===== src/rtl/fila_escrita_reg.sv =====
// -----------------------------------------------------------------------------
// fila_escrita_reg
//
// Write-back queue feeding the register file's single write port. Result
// sources push {register, data} entries into a small in-order FIFO; one entry
// drains per cycle into the register file unless the CPU is halted. A
// scoreboard tells decode whether a source register still has a write pending.
//
// Parameters:
//   DEPTH   number of FIFO entries (power of two, >= 2)
//   DATA_W  entry data width (register-file data width)
//   ADDR_W  register-number width
//
// Ports:
//   clock         system clock, rising edge
//   reset_n       asynchronous active-low reset
//   is_halt       CPU halted: holds the head entry, write-enable low
//   req_valid     source offers an entry
//   req_ready     entry accepted this cycle (queue not full)
//   req_reg       destination register of the offered entry (0 = discard)
//   req_data      data of the offered entry
//   reg_escrita   register-file write address (head entry, 0 when empty)
//   escreve_dado  register-file write data (head entry, 0 when empty)
//   escreve_reg   register-file write enable
//   query_a/b     register numbers to check for pending writes
//   busy_a/b      a valid entry targets query_a/b
//   count         number of valid entries
//
// Optional feature (macro FILA_ESCRITA_FWD_EN):
//   fwd_data_a/b  data of the youngest valid entry targeting query_a/b,
//                 0 when that query is not busy
// -----------------------------------------------------------------------------
module fila_escrita_reg #(
    parameter int DEPTH  = 4,
    parameter int DATA_W = 32,
    parameter int ADDR_W = 5
) (
    input  logic                     clock,
    input  logic                     reset_n,
    input  logic                     is_halt,
    input  logic                     req_valid,
    output logic                     req_ready,
    input  logic [ADDR_W-1:0]        req_reg,
    input  logic [DATA_W-1:0]        req_data,
    output logic [ADDR_W-1:0]        reg_escrita,
    output logic [DATA_W-1:0]        escreve_dado,
    output logic                     escreve_reg,
    input  logic [ADDR_W-1:0]        query_a,
    input  logic [ADDR_W-1:0]        query_b,
    output logic                     busy_a,
    output logic                     busy_b,
    output logic [$clog2(DEPTH):0]   count
`ifdef FILA_ESCRITA_FWD_EN
    ,
    output logic [DATA_W-1:0]        fwd_data_a,
    output logic [DATA_W-1:0]        fwd_data_b
`endif
);

    localparam int PTR_W = $clog2(DEPTH);
    localparam int CNT_W = PTR_W + 1;
    localparam logic [CNT_W-1:0] FULL_COUNT = CNT_W'(DEPTH);

    logic [ADDR_W-1:0] entryReg  [DEPTH];
    logic [DATA_W-1:0] entryData [DEPTH];
    logic [DEPTH-1:0]  entryValid;
    logic [PTR_W-1:0]  headPtr;
    logic [PTR_W-1:0]  tailPtr;

    logic isEmpty;
    logic doPush;
    logic doPop;

    assign isEmpty   = (count == '0);
    assign req_ready = (count != FULL_COUNT);

    // A push to r0 completes the handshake but stores nothing.
    assign doPush = req_valid && req_ready && (req_reg != '0);

    assign escreve_reg  = !isEmpty && !is_halt;
    assign doPop        = escreve_reg;
    assign reg_escrita  = isEmpty ? '0 : entryReg[headPtr];
    assign escreve_dado = isEmpty ? '0 : entryData[headPtr];

    // Pointers, count and valid bits.
    always_ff @(posedge clock or negedge reset_n) begin
        if (!reset_n) begin
            headPtr    <= '0;
            tailPtr    <= '0;
            count      <= '0;
            entryValid <= '0;
        end else begin
            // NOTE: sequential state uses non-blocking assignments so every
            // register samples pre-edge values, independent of statement order.
            // Push and pop never hit the same slot: a pop needs a non-empty
            // queue and a push a non-full one, so head != tail when both fire.
            if (doPush) begin
                entryValid[tailPtr] <= 1'b1;
                tailPtr             <= tailPtr + PTR_W'(1);
            end
            if (doPop) begin
                entryValid[headPtr] <= 1'b0;
                headPtr             <= headPtr + PTR_W'(1);
            end
            case ({doPush, doPop})
                2'b10:   count <= count + CNT_W'(1);
                2'b01:   count <= count - CNT_W'(1);
                default: count <= count;
            endcase
        end
    end

    // NOTE: the entry payload is not reset; the valid bits and count gate
    // every use of it, so clearing the storage would buy nothing.
    always_ff @(posedge clock) begin
        if (doPush) begin
            entryReg[tailPtr]  <= req_reg;
            entryData[tailPtr] <= req_data;
        end
    end

    // Scoreboard: an entry being popped this cycle is still valid here, so it
    // keeps reporting busy until the edge that retires it.
    always_comb begin
        // NOTE: every output of a combinational block gets a default first so
        // no path leaves it unassigned and no latch is inferred.
        busy_a = 1'b0;
        busy_b = 1'b0;
        for (int i = 0; i < DEPTH; i++) begin
            if (entryValid[i] && (entryReg[i] == query_a)) busy_a = 1'b1;
            if (entryValid[i] && (entryReg[i] == query_b)) busy_b = 1'b1;
        end
        if (query_a == '0) busy_a = 1'b0;
        if (query_b == '0) busy_b = 1'b0;
    end

`ifdef FILA_ESCRITA_FWD_EN
    // Walk from oldest (head) to youngest; a later match overwrites an
    // earlier one, so the youngest matching entry wins.
    always_comb begin
        logic [PTR_W-1:0] idx;
        fwd_data_a = '0;
        fwd_data_b = '0;
        idx        = headPtr;
        for (int k = 0; k < DEPTH; k++) begin
            idx = headPtr + PTR_W'(k);
            if (entryValid[idx] && (entryReg[idx] == query_a) && (query_a != '0))
                fwd_data_a = entryData[idx];
            if (entryValid[idx] && (entryReg[idx] == query_b) && (query_b != '0))
                fwd_data_b = entryData[idx];
        end
    end
`endif

endmodule


===== config.mk =====
export PLATFORM = sky130hd
export DESIGN_NAME = fila_escrita_reg
export DESIGN_NICKNAME = d
export VERILOG_FILES = /design/src/rtl/fila_escrita_reg.sv
export SDC_FILE = /design/constraint.sdc
export NUM_CORES = 1
export LEC_CHECK = 0
export CAP_MARGIN = 40
export CORE_ASPECT_RATIO = 1.5
export CORE_MARGIN = 2
export CORE_UTILIZATION = 55
export DETAILED_ROUTE_END_ITERATION = 6
export PLACE_DENSITY = 0.87
export SLEW_MARGIN = 40
export SYNTH_ARGS = -nofsm -noshare
export SYNTH_HDL_FRONTEND = slang
export SYNTH_SLANG_ARGS = --single-unit

===== constraint.sdc =====
create_clock -name clock -period 4.45 [get_ports clock]
set_input_delay 1.1125 -clock clock [delete_from_list [all_inputs] [get_ports clock]]
set_output_delay 1.1125 -clock clock [all_outputs]
set_load 0.01 [all_outputs]

==> run metrics, run 1 <==
gr ovfl total=0; Max stage delay on crit path=0.57 ns; ANT cells=0; height of the die=140 um; Post-Route WL=12.6 mm; post-layout minimum cycle time=4.26 ns; non-filler cells, final=619; Hold EP=count[2]; Setup CP Type=input port to primary output; post-synth cell types=27; Starting Density=56.4%; Synth async-reset ratio=6.92%; row count=49; Hold Path Stages=1; Nets=515; DR iter-0 viols=176; Final period util=95.7%; Post-CTS Setup Inserts=0; largest net degree at the start of global routing=39; number of hold violations in the final report=0; core footprint=12000 um^2; clock slew at reported path FFs=0.06 ns; ys flop type=edfxtp_1; Design Area, Final=8420 um^2; CP Cell Sequence=clkdlybuf4s50_1 -> xor2_1 -> nor4_1 -> nand3_1 -> nand4_1 -> o21a_1 -> clkdlybuf4s50_1; total track usage=20.5%; Worst-Margin Slew=0.621 ns; endpoint class of the critical path=primary output; number of buffers created by CTS=17; DP Cell Count=588; CTS tree=done; r2r setup slk=2.27 ns; IO Count=95; Hold Slack=0.545 ns; worst r2r src=count[0]; Synth Net Count=420; Yosys warnings=0; IO buf count=94; HP Start=count[2]; Worst Path Required=3.34 ns; most frequent cell after synthesis=edfxtp_1; top post-synthesis cells by area=edfxtp_1, mux4_2, xor2_1; initial antenna violation count=0; top cells by count, synth=edfxtp_1, mux4_2, nor2b_1, xor2_1, clkbuf_1; slowest stage cell, crit path=clkdlybuf4s50_1; PwrDens=668 nW/um^2; VDD IR max=0.424 mV; CTS Sinks=159; setup total negative slack=0 ns; max cap viols=0; sequential cell area fraction in the yosys report=70.0%; Syn Inst Count=359; DR vias=3506; Synth Area per Inst=18.8 um^2; cts hold-fix bufs=0; die area=13200 um^2; drt drc=0; crit path DAT=3.15 ns; Vias/cell=5.66; leakage power=2.86 nW; clock skew=0.00602 ns; # setup viols final=0; synthesized area=6750 um^2; vias in the first global route=3719; status=completed; CP dominant cell by count=clkdlybuf4s50_1; Final Max Slew Viols=0; Avg WL per Cell=20.4 um; largest area contributor in the netlist=edfxtp_1; EDFF count, synth=148; Placement Cell Area=7830 um^2; post-synthesis to final-layout area growth=24.9%; layout cells sized above 1=18.0%; R2R depth=8; share of the synthesized area in the top cell type=65.9%; Antenna Nets Post-Route=0; Resize count post-CTS=0; Final Util=70.5%; Worst-Skew Late Latency=0.42 ns; Yosys reg bits=159; reg2reg end=count[2]; Pre-antenna DRT Iters=5; relative slew slack=58.6%; H-tree depth=4; CP Launch Type=input port; Fillers=771; Hold Crit Class=flip-flop to flip-flop; max frequency=0.235 GHz; CP bufs+invs=2; RD Place Congestion=0.909; die width=94.4 um; CTS root buf=clkbuf_16; Max clock buf depth=2; largest delay contributor family on the critical path=buffers and inverters; global-route wire length before repair=19.5 mm; RSZ-0062 raised after global routing=false; Crit Path Max Fanout=5
[state kept, by name, summed over array words and instances, names as in the netlist]
name / count
entryData: 128
entryReg: 20
entryValid: 4
count: 3
headPtr: 2
tailPtr: 2
[layout by cell type (no fill, tap or decap), types with 8 or more instances in the layout]
cell type / count
inv_1: 8
nor4_1: 8
clkdlybuf4s50_1: 94
nand3_1: 9
mux4_2: 37
ha_1: 9
nor2b_1: 37
xor2_1: 34
dfrtp_1: 9
clkbuf_16: 17
xnor2_1: 11
edfxtp_1: 148
[kinds of logic after synthesis]
logic type	after synthesis	share of synthesized area (%)
adder cells (fa/ha/maj)	10	1.97
AO/OA/AOI/OAI	9	1.52
multiplexers	38	12.5
flip-flops	159	70.0
AND/OR/NAND/NOR	68	6.27
buffers and inverters	30	1.93
XOR/XNOR	45	5.84
[metal layers]
layer  up-vias  share of wire, %  global-route usage [%]
met1      1789                37                    22.4
met2       104                56                    36.6
li1       1582                 -                       -
met3        31               4.4                    5.90
met4         0               2.6                    8.77
met5         -                 0                       0
[report_power, final]
part           internal [W]  leakage, nW  switching, W  total (W)
combinational       0.00113         1.09      0.000907    0.00203
clock              0.000885        0.289      0.000560    0.00145
sequential          0.00198         1.48      0.000168    0.00215
total               0.00400         2.86       0.00163    0.00563
[worst max-delay path by stage]
stage	to	cells after the start	startpoint
after floorplan	busy_b	6	query_b[4]
after global placement	busy_b	7	query_b[0]
after detailed placement	busy_a	7	query_a[3]
after CTS	busy_a	7	query_a[3]
after global routing	busy_a	7	query_a[3]
final	busy_a	7	query_a[3]
[per-stage QoR]
step                power [W]  setup slack, ns
finish                0.00563            0.192
global route          0.00591           0.0941
CTS                   0.00570            0.211
detailed placement    0.00424            0.211
global placement      0.00419            0.294
floorplan             0.00332             1.31
[final cells by class]
type	count	area (um^2)	share of cell area [%]
clock buffers	19	433	5.14
clock inverters	12	163	1.93
inverters	8	30.0	0.357
multi-input cells	170	1900	22.6
flip-flops and latches	159	4720	56.1
well taps	153	191	2.27
repair buffers	98	983	11.7
(Power assumes the default switching activity.)
==> run 2: changes to the inputs <==
--- a/config.mk
+++ b/config.mk
@@ -10,6 +10,7 @@
 export CORE_MARGIN = 2
 export CORE_UTILIZATION = 55
 export DETAILED_ROUTE_END_ITERATION = 6
+export MAX_ROUTING_LAYER = met4
 export PLACE_DENSITY = 0.87
 export SLEW_MARGIN = 40
 export SYNTH_ARGS = -nofsm -noshare
==> run metrics, run 2 (same netlist as run 1, synthesis figures left out) <==
status=completed (unchanged); crit path DAT=3.13 ns (was 3.15 ns); Starting Density=56.4% (unchanged); clock slew at reported path FFs=0.06 ns (about the same); global-route wire length before repair=19.5 mm (about the same); Vias/cell=5.68 (was 5.66); ANT cells=0 (unchanged); max cap viols=0 (unchanged); layout cells sized above 1=18.0% (unchanged); max reg flops=128 (unchanged); die width=94.4 um (unchanged); leakage power=2.86 nW (unchanged); CTS tree=done (unchanged); DR iter-0 viols=150 (was 176); CP Launch Type=input port (unchanged); cts hold-fix bufs=0 (unchanged); Top reg by flops=entryData (unchanged); DR vias=3513 (was 3506); post-synthesis to final-layout area growth=24.9% (unchanged); Placement Cell Area=7830 um^2 (unchanged); vias in the first global route=3713 (was 3719); endpoint class of the critical path=primary output (unchanged); VDD IR max=0.429 mV (was 0.424 mV); Critical Path Source=query_b[0] (was query_a[3]); max frequency=0.236 GHz (was 0.235 GHz); IO buf count=94 (unchanged); Antenna Nets Post-Route=0 (unchanged); Resize count post-CTS=0 (unchanged); top flop regs=entryData (128), entryReg (20), entryValid (4) (unchanged); Final Max Slew Viols=0 (unchanged); clock skew=0.00577 ns (was 0.00602 ns); RD Place Congestion=0.924 (was 0.909); multi-input logic area=1900 um^2 (unchanged); Post-CTS Setup Inserts=0 (unchanged); most common cell after layout, fill and taps aside=edfxtp_1 (unchanged); Worst-Skew Late Latency=0.42 ns (about the same); Avg WL per Cell=20.5 um (was 20.4 um); initial antenna violation count=0 (unchanged); Seq. cell area=4720 um^2 (unchanged); die area=13200 um^2 (unchanged); drt drc=0 (unchanged); Worst-Margin Slew=0.623 ns (was 0.621 ns); row count=49 (unchanged); # setup viols final=0 (unchanged); Final period util=95.3% (was 95.7%); PwrDens=669 nW/um^2 (was 668 nW/um^2); IO Count=95 (unchanged); RSZ-0062 raised after global routing=false (unchanged); gr ovfl total=0 (unchanged); largest net degree at the start of global routing=39 (unchanged); Worst Path Required=3.34 ns (about the same); Hold Crit Class=flip-flop to flip-flop (unchanged); number of buffers created by CTS=17 (unchanged); most frequent cells in the layout=edfxtp_1, clkdlybuf4s50_1, mux4_2, nor2b_1, xor2_1 (unchanged); post-route setup slack=0.208 ns (was 0.192 ns); Post-Route WL=12.7 mm (was 12.6 mm); Max clock buf depth=2 (unchanged); relative slew slack=58.5% (was 58.6%); Pre-antenna DRT Iters=4 (was 5); worst r2r src=count[0] (unchanged); height of the die=140 um (unchanged); CTS root buf=clkbuf_16 (unchanged); total track usage=21.1% (was 20.5%); Design Area, Final=8420 um^2 (unchanged); Nets=515 (unchanged); post-layout minimum cycle time=4.24 ns (was 4.26 ns); H-tree depth=4 (unchanged); CTS Sinks=159 (unchanged); Crit Path Max Fanout=5 (unchanged); HP Start=count[2] (unchanged); Fillers=771 (unchanged); number of hold violations in the final report=0 (unchanged); setup total negative slack=0 ns (unchanged); core footprint=12000 um^2 (unchanged); Setup CP Type=input port to primary output (unchanged); Place WS=0.211 ns (unchanged)
## run 2: cell counts in the layout (fill, tap and decap cells not counted)
No cell type changed its count.
## run 2: layout make-up
class                      instances  area share, %
clock inverter                    12           1.93
multi-input combinational        170           22.6
clock buffer                      19           5.14
timing repair buffer              98           11.7
inverter                           8          0.357
tap                              153           2.27
sequential                       159           56.1
## run 2: critical path, stage by stage
cell             delay (ns)
clkdlybuf4s50_1        0.66
xor2_1                 0.15
nor4_1                 0.32
nand3_1                0.11
nand4_1                0.11
o21a_1                 0.13
clkdlybuf4s50_1        0.53
## run 2: worst paths after layout
kind                       depth (start not counted)         end  slack [ns]
min                                                1    count[2]        0.54
max reg2reg                                        8    count[2]        2.27
min in group asynchronous                          1    count[2]        1.03
min reg2reg                                        1    count[2]        0.54
max in group asynchronous                          1  headPtr[1]        3.05
max                                                7      busy_b        0.21
## run 2: layer usage
| layer | vias to the layer above | global-route usage (%) | share of wire [%] |
|---|---|---|---|
| li1 | 1581 | - | - |
| met1 | 1800 | 22.6 | 37 |
| met2 | 99 | 36.6 | 56 |
| met3 | 33 | 5.20 | 4.2 |
| met4 | 0 | 9.00 | 2.7 |
| met5 | - | - | 0 |
## run 2: where the power goes
group | total, W | leakage (nW) | switching, W | internal [W]
logic | 0.00203 | 1.09 | 0.000905 | 0.00113
clock network | 0.00145 | 0.289 | 0.000564 | 0.000885
registers | 0.00215 | 1.48 | 0.000168 | 0.00198
total | 0.00563 | 2.86 | 0.00164 | 0.00400
## run 2: per-stage QoR
step                      hold WS, ns  util (%)  power [W]  std cells
final                           0.545      70.5    0.00563        619
after global routing            0.571      70.5    0.00591        619
after CTS                       0.551      70.5    0.00570        619
after detailed placement        0.535      65.5    0.00424        588
after global placement          0.525      65.5    0.00419        588
after floorplan                 0.516         -    0.00332        359
==> run 3: changes to the inputs <==
--- a/config.mk
+++ b/config.mk
@@ -6,7 +6,7 @@
 export NUM_CORES = 1
 export LEC_CHECK = 0
 export CAP_MARGIN = 40
-export CORE_ASPECT_RATIO = 1.5
+export CORE_ASPECT_RATIO = 0.75
 export CORE_MARGIN = 2
 export CORE_UTILIZATION = 55
 export DETAILED_ROUTE_END_ITERATION = 6
==> run metrics, run 3 (same netlist as run 1, synthesis figures left out) <==
status=completed (unchanged); number of buffers created by CTS=17 (unchanged); Worst Path Required=3.34 ns (about the same); Final period util=95.7% (was 95.3%); Max stage delay on crit path=0.55 ns (was 0.66 ns); DR iter-0 viols=313 (was 150); cts hold-fix bufs=0 (unchanged); Crit path depth=7 (unchanged); IO buf count=94 (unchanged); Antenna Nets Post-Route=0 (unchanged); largest net degree at the start of global routing=39 (unchanged); # setup viols final=0 (unchanged); r2r setup slk=2.24 ns (was 2.27 ns); clock slew at reported path FFs=0.06 ns (about the same); clock skew=0.00679 ns (was 0.00577 ns); H-tree depth=4 (unchanged); Place WS=0.176 ns (was 0.211 ns); RSZ-0062 raised after global routing=false (unchanged); global-route wire length before repair=20.7 mm (was 19.5 mm); height of the die=99.9 um (was 140 um); Max clock buf depth=2 (unchanged); dpl hpwl=8.06 mm; crit path DAT=3.14 ns (was 3.13 ns); Crit Path Max Fanout=5 (unchanged); row count=34 (was 49); post-synthesis to final-layout area growth=25.1% (was 24.9%); Final Max Slew Viols=0 (unchanged); Worst Setup EP=busy_b (unchanged); post-layout minimum cycle time=4.26 ns (was 4.24 ns); Worst-Margin Slew=0.627 ns (was 0.623 ns); Vias/cell=5.58 (was 5.68); max cap viols=0 (unchanged); Starting Density=57.2% (was 56.4%); CP Cell Sequence=clkdlybuf4s50_1 -> xor2_1 -> nor4_1 -> nand3_1 -> nand4_1 -> o21a_1 -> clkdlybuf4s50_1 (unchanged); Post-CTS Setup Inserts=0 (unchanged); initial antenna violation count=0 (unchanged); worst r2r src=count[2] (was count[0]); RD Place Congestion=0.873 (was 0.924); layout cells sized above 1=18.0% (about the same); most common cell after layout, fill and taps aside=edfxtp_1 (unchanged); CP dominant cell by count=clkdlybuf4s50_1 (unchanged); Worst-Skew Late Latency=0.41 ns (was 0.42 ns); die area=13200 um^2 (about the same); max frequency=0.235 GHz (was 0.236 GHz); CTS Sinks=159 (unchanged); CTS tree=done (unchanged); Setup CP Type=input port to primary output (unchanged); CP Launch Type=input port (unchanged); slowest stage cell, crit path=clkdlybuf4s50_1 (unchanged); die width=132 um (was 94.4 um); Nets=516 (was 515); most frequent cells in the layout=edfxtp_1, clkdlybuf4s50_1, mux4_2, nor2b_1, xor2_1 (unchanged); PwrDens=670 nW/um^2 (was 669 nW/um^2); Pre-antenna DRT Iters=4 (unchanged); number of hold violations in the final report=0 (unchanged); DR vias=3511 (was 3513); top flop regs=entryData (128), entryReg (20), entryValid (4) (unchanged); Avg WL per Cell=20.9 um (was 20.5 um); largest delay contributor family on the critical path=buffers and inverters (unchanged); drt drc=0 (unchanged); leakage power=2.86 nW (about the same); reg2reg end=count[2] (unchanged); relative slew slack=58.2% (was 58.5%); Critical Path Source=query_b[1] (was query_b[0]); post-route setup slack=0.194 ns (was 0.208 ns); gr ovfl total=0 (unchanged); Final Util=71.6% (was 70.5%); Post-Route WL=13.2 mm (was 12.7 mm); core footprint=11800 um^2 (was 12000 um^2); vias in the first global route=3745 (was 3713); IO Count=95 (unchanged); CP bufs+invs=2 (unchanged); CTS root buf=clkbuf_16 (unchanged); VDD IR max=0.427 mV (was 0.429 mV); ANT cells=0 (unchanged); Hold Crit Class=flip-flop to flip-flop (unchanged); R2R depth=10 (was 8); Resize count post-CTS=0 (unchanged); Top reg by flops=entryData (unchanged); max reg flops=128 (unchanged); endpoint class of the critical path=primary output (unchanged); total track usage=22.2% (was 21.1%)
[run 3: report_power, final]
part,leakage (nW),internal (W),switching (W)
Clock,0.283,0.000885,0.000561
Combinational,1.09,0.00113,0.000884
Sequential,1.48,0.00198,0.000208
Total,2.86,0.00400,0.00165
[run 3: worst min-delay path by stage]
stage | start | end | slack [ns] | cells after the start
after global placement | count[2] | count[2] | 0.53 | 1
after CTS | count[0] | count[0] | 0.56 | 1
final | count[0] | count[0] | 0.55 | 1
after floorplan | entryValid[0] | entryValid[0] | 0.52 | 1
after detailed placement | count[0] | count[0] | 0.55 | 1
after global routing | count[0] | count[0] | 0.57 | 1
[run 3: per-stage QoR]
| stage | cell area [um^2] | std cells | setup TNS [ns] | total power, W | hold WS, ns |
|---|---|---|---|---|---|
| 2_1_floorplan | 6750 | 359 | 0 | 0.00332 | 0.516 |
| 3_3_place_gp | 7850 | 598 | -0.00513 | 0.00421 | 0.527 |
| 3_5_place_dp | 7850 | 598 | 0 | 0.00425 | 0.547 |
| 4_1_cts | 8440 | 629 | 0 | 0.00571 | 0.560 |
| 5_1_grt | 8440 | 629 | 0 | 0.00591 | 0.565 |
| 6_report | 8440 | 629 | 0 | 0.00565 | 0.547 |
[run 3: per-layer routing]
layer | vias to the layer above | wire length [um] | GRT usage, %
met1 | 1795 | 5560 | 28.3
met2 | 124 | 6490 | 34.7
met3 | 14 | 993 | 6.57
li1 | 1578 | - | -
met5 | - | 0 | -
met4 | 0 | 126 | 7.44
[run 3: area by class of cell]
type                    instances  area [um^2]
flip-flops and latches        159         4720
well taps                     162          203
fillers                       746         3340
inverters                       8         30.0
clock inverters                12          160
repair buffers                 99          991
clock buffers                  19          433
multi-input cells             170         1900
[run 3: worst register-to-register path: cells and delay by family (launching register included)]
family / cells / cell delay [ns]
fa+ha+maj: 2 / 0.56
buf+inv: 3 / 0.48
flops: 1 / 0.43
simple gates: 3 / 0.34
xor+xnor: 2 / 0.33
